**src/rtl/hazard_ctrl.sv**
```systemverilog
// Decode-side hazard/pipeline control: load-use stalls, ret/rti flushes, interrupt entry.
// Zero-cycle response from registered state + inputs; no backpressure, frozen-pipeline events are ignored.
module hazard_ctrl #(
  parameter int REG_W      = 3,
  parameter int LOAD_STALL = 1,
  parameter int INT_STALL  = 2,
  parameter int RET_FLUSH  = 3
) (
  input  logic             clk,
  input  logic             rst,
  input  logic             id_src_valid,
  input  logic [REG_W-1:0] id_src,
  input  logic             id_dst_valid,
  input  logic [REG_W-1:0] id_dst,
  input  logic             ex_mem_read,
  input  logic             ex_wr_en,
  input  logic [REG_W-1:0] ex_wr_addr,
  input  logic             branch_taken,
  input  logic             ret,
  input  logic             int_req,
  output logic             pc_stall,
  output logic             fd_stall,
  output logic             de_bubble,
  output logic             fd_flush,
  output logic             de_flush,
  output logic             int_ack,
  output logic             busy
);

  typedef enum logic [1:0] {
    IDLE   = 2'd0,
    LSTALL = 2'd1,
    ISTALL = 2'd2,
    RFLUSH = 2'd3
  } state_t;

  // Counter loads hold the remaining cycles after the IDLE cycle that starts the sequence.
  localparam logic [3:0] LOAD_CNT = 4'(LOAD_STALL - 1);
  localparam logic [3:0] INT_CNT  = 4'(INT_STALL - 1);
  localparam logic [3:0] RET_CNT  = 4'(RET_FLUSH - 1);

  state_t     state, state_nxt;
  logic [3:0] cnt, cnt_nxt;
  logic       int_pend, int_pend_nxt;
  logic       load_use;

  assign load_use = ex_mem_read & ex_wr_en &
                    ((id_src_valid & (ex_wr_addr == id_src)) |
                     (id_dst_valid & (ex_wr_addr == id_dst)));

  always_comb begin
    state_nxt    = state;
    cnt_nxt      = cnt;
    int_pend_nxt = int_pend | int_req;
    pc_stall     = 1'b0;
    fd_stall     = 1'b0;
    de_bubble    = 1'b0;
    fd_flush     = 1'b0;
    de_flush     = 1'b0;
    int_ack      = 1'b0;
    busy         = 1'b0;

    if (!rst) begin
      busy = (state != IDLE);
      unique case (state)
        IDLE: begin
          if (branch_taken) begin
            fd_flush = 1'b1;
            de_flush = 1'b1;
          end else if (ret) begin
            pc_stall = 1'b1;
            fd_flush = 1'b1;
            de_flush = 1'b1;
            if (RET_FLUSH > 1) begin
              state_nxt = RFLUSH;
              cnt_nxt   = RET_CNT;
            end
          end else if (load_use) begin
            pc_stall  = 1'b1;
            fd_stall  = 1'b1;
            de_bubble = 1'b1;
            if (LOAD_STALL > 1) begin
              state_nxt = LSTALL;
              cnt_nxt   = LOAD_CNT;
            end
          end else if (int_pend | int_req) begin
            // A request arriving in its own service cycle is consumed, not latched.
            int_ack      = 1'b1;
            pc_stall     = 1'b1;
            fd_flush     = 1'b1;
            int_pend_nxt = 1'b0;
            if (INT_STALL > 1) begin
              state_nxt = ISTALL;
              cnt_nxt   = INT_CNT;
            end
          end
        end
        LSTALL: begin
          pc_stall  = 1'b1;
          fd_stall  = 1'b1;
          de_bubble = 1'b1;
        end
        ISTALL: begin
          pc_stall = 1'b1;
          fd_flush = 1'b1;
        end
        RFLUSH: begin
          pc_stall = 1'b1;
          fd_flush = 1'b1;
          de_flush = 1'b1;
        end
        default: ;
      endcase

      if (state != IDLE) begin
        if (cnt == 4'd1) begin
          state_nxt = IDLE;
          cnt_nxt   = 4'd0;
        end else begin
          cnt_nxt = cnt - 4'd1;
        end
      end
    end
  end

  always_ff @(posedge clk) begin
    if (rst) begin
      state    <= IDLE;
      cnt      <= 4'd0;
      int_pend <= 1'b0;
    end else begin
      state    <= state_nxt;
      cnt      <= cnt_nxt;
      int_pend <= int_pend_nxt;
    end
  end

endmodule

```
**config.mk**
```make
export PLATFORM = sky130hd
export DESIGN_NAME = hazard_ctrl
export DESIGN_NICKNAME = d
export VERILOG_FILES = /design/src/rtl/hazard_ctrl.sv
export SDC_FILE = /design/constraint.sdc
export NUM_CORES = 1
export LEC_CHECK = 0
export CAP_MARGIN = 20
export CORE_MARGIN = 3
export CORE_UTILIZATION = 40
export CTS_CLUSTER_DIAMETER = 60
export CTS_CLUSTER_SIZE = 25
export DETAILED_ROUTE_END_ITERATION = 8
export PLACE_DENSITY = 0.73
export SKIP_CTS_REPAIR_TIMING = 1
export SLEW_MARGIN = 20
export SYNTH_ARGS = -nofsm -noshare
export SYNTH_HDL_FRONTEND = slang
export SYNTH_SLANG_ARGS = --single-unit
```
**constraint.sdc**
```tcl
create_clock -name clk -period 2.55 [get_ports clk]
set_clock_uncertainty 0.05 [all_clocks]
set_input_delay 0.51 -clock clk [delete_from_list [all_inputs] [get_ports clk]]
set_output_delay 0.51 -clock clk [all_outputs]
set_load 0.02 [all_outputs]
```
==> results.rst <==
.. list-table::
   :header-rows: 1

   * - Metric
     - Value
   * - Pin count of the biggest net entering global routing
     - 13
   * - Setup violations, final
     - 0
   * - Share of the clock period used by the worst path after layout
     - 94.7%
   * - DRT iter0 DRCs
     - 17
   * - Avg Synthesized Cell Area
     - 8.08 um2
   * - Netlist Area Pre-Place
     - 703 um2
   * - Max stage delay on crit path
     - 0.47 ns
   * - Clk pin slew, worst setup/hold paths
     - 0.05 ns
   * - Routability congestion estimate
     - 0.853
   * - Number of vias per cell
     - 5.55
   * - Worst voltage drop across the vdd grid
     - 0.312 mV
   * - Avg WL per Cell
     - 14.8 um
   * - Total half-perimeter wirelength after legalization and detailed placement
     - 1750 um
   * - Number of port buffers
     - 24
   * - Post-placement cell area
     - 1070 um2
   * - Total nets after synthesis
     - 112
   * - Unrepaired setup endpoints after global routing
     - false
   * - CP cell instances
     - clkdlybuf4s50_1 -> nand4_1 -> a21o_2 -> buf_4 -> a31o_2 -> buf_6
   * - Main flop type after synthesis
     - dfxtp_1
   * - Data arrival time of the critical path
     - 1.85 ns
   * - Maximum clock frequency
     - 414 MHz
   * - CP Data Required Time
     - 1.99 ns
   * - Via count
     - 805
   * - Wire length of the first global-routing pass
     - 3380 um
   * - Total area of multi-input combinational cells
     - 520 um2
   * - Count of fill cells added during filler insertion
     - 128
   * - Ys Warns
     - 0
   * - Flops & latches, synth
     - 7
   * - Slowest stage cell, crit path
     - clkdlybuf4s50_1
   * - Area growth, synth to finish
     - 61.0%
   * - First-pass iteration count of the detailed router
     - 6
   * - Worst-margin pin slew
     - 0.572 ns
   * - Most frequently used cell type in the post-synthesis netlist
     - nor3_1
   * - Max-slew headroom at the worst pin
     - 61.4%
   * - Starting utilization of the core area
     - 44.6%
   * - TritonCTS sink count
     - 7
   * - Leak pwr
     - 0.608 nW
   * - Maxcap violations
     - 0
   * - Worst r2r path cells
     - 7
   * - Utilization after layout
     - 71.8%
   * - CP startpoint kind
     - input port
   * - Cell types with the highest counts after synthesis
     - nor3_1, dfxtp_1, ha_1, inv_1, nor2_1
   * - Yosys cell types
     - 36
   * - Async SR Flop Fraction
     - 0%
   * - Die height
     - 47.9 um
   * - Total DRC errors in the routed layout
     - 0
   * - Die area
     - 2300 um2
   * - Min-Delay Path Class
     - reg -> reg
   * - EDFF count, synth
     - 0
   * - Root buffer cell
     - clkbuf_4
   * - Register Area
     - 140 um2
   * - Number of nets with antenna violations after detailed routing
     - 0
   * - Crit path max-delay family
     - buffers and inverters
   * - Std-Cell Rows
     - 14
   * - Post-layout net count
     - 155
   * - Fin crit period
     - 2.41 ns
   * - Number of CTS-inserted buffers
     - 3
   * - Final Worst Setup Slack
     - 0.136 ns
   * - Total count of hold-check failures in the final report
     - 0
   * - Cells taking the most area after synthesis
     - dfxtp_1, ha_1, xnor2_1
   * - Category of the worst setup path capture point
     - output pin
   * - H-Tree Level Count
     - 1
   * - Run status
     - complete, no violations
   * - Max clock buf depth
     - 2
   * - Maximum net fanout on the critical path
     - 3
   * - Worst Setup Path Type
     - in -> out
   * - Portion of the post-synthesis area used by sequential elements
     - 19.9%
   * - Worst slack at placement
     - -0.438 ns
   * - Fraction of layout instances using a drive strength above 1
     - 22.5%
   * - Die boundary width
     - 47.9 um
   * - Buf/Inv on CP
     - 3
   * - Power per unit of standard cell area
     - 506 nW/um2
   * - Mapped Cells
     - 87
   * - Total track usage
     - 21.2%
   * - CTS tree
     - yes
   * - Worst-Skew Late Latency
     - 0.26 ns
   * - Via count of the first global-routing pass
     - 798
   * - Dominant cell type by area after synthesis
     - dfxtp_1
   * - Final-layout setup total negative slack
     - 0 ns
   * - Core area
     - 1580 um2
   * - Initial antenna violation count
     - 0
   * - Gr ovfl total
     - 0
   * - Max-slew violation count
     - 0
   * - Ant diodes
     - 0
   * - Io pins
     - 25
   * - Hold path cells
     - 2
   * - Path length in cells of the critical path
     - 6
   * - Total Wirelength
     - 2140 um
   * - Area share of the largest cell type after synthesis
     - 19.9%
   * - Area of all placed cells without fillers
     - 1130 um2
worst register-to-register path: cells and delay by family (launching register included):
kind / cells / cell delay [ns]
buffers and inverters: 2 / 0.31
adders and majority gates: 1 / 0.25
muxes: 1 / 0.26
DFF: 1 / 0.36
and+or+nand+nor: 2 / 0.24
AOI/OAI and AO/OA: 1 / 0.19
final cells by class:
| cell class | count | area share [%] |
|---|---|---|
| inverters | 7 | 2.32 |
| repair buffers | 41 | 35.2 |
| flip-flops and latches | 7 | 12.4 |
| well taps | 16 | 1.77 |
| clock buffers | 4 | 2.32 |
| multi-input cells | 70 | 46.0 |
state kept, by name, summed over array words and instances, names as in the netlist:
name,flops
int_pend,1
cnt,4
state,2
layout by cell type (no fill, tap or decap), types with 2 or more instances in the layout:
cell             instances
clkbuf_4                 3
xnor2_1                  6
clkdlybuf4s50_1          8
nor2_1                   7
nand4_1                  2
nor2b_1                  2
buf_4                   17
nand2b_1                 4
a22o_1                   2
ha_1                     7
nand2_1                  4
a211oi_1                 2
dfxtp_1                  7
nor3_1                   8
a221oi_1                 2
dlymetal6s2s_1          14
o21ai_0                  3
a21oi_1                  3
inv_1                    7
per-stage QoR:
step	total power (W)	hold slack, ns	std cells
6_report	0.000573	0.506	145
2_1_floorplan	0.000341	0.463	87
3_5_place_dp	0.000471	0.497	141
5_1_grt	0.000625	0.543	145
4_1_cts	0.000581	0.505	145
3_3_place_gp	0.000458	0.479	141
report_power, final:
group	switching (W)	internal, W	total, W
sequential	0.0000243	0.000131	0.000155
combinational	0.000152	0.000158	0.000310
clock	0.0000472	0.0000601	0.000107
layer usage:
metal / track usage (%) / routed length, um / vias up
li1: - / - / 407
met1: 26.1 / 926 / 380
met2: 34.6 / 1130 / 14
met3: 7.14 / 69 / 4
met4: 6.45 / 16 / 0
met5: 0 / 0 / -
worst paths after layout:
path                 from  slack (ns)  endpoint
min                cnt[2]        0.51    cnt[2]
max reg2reg      state[0]        0.78    cnt[3]
min reg2reg        cnt[2]        0.51    cnt[2]
max          id_src_valid        0.14  fd_flush
kinds of logic after synthesis:
group	share of synthesized area (%)
compound gates	27.9
simple gates	24.7
mux	1.42
fa+ha+maj	12.5
buf+inv	6.05
xor+xnor	7.47
flops	19.9
(Power assumes the default switching activity.)
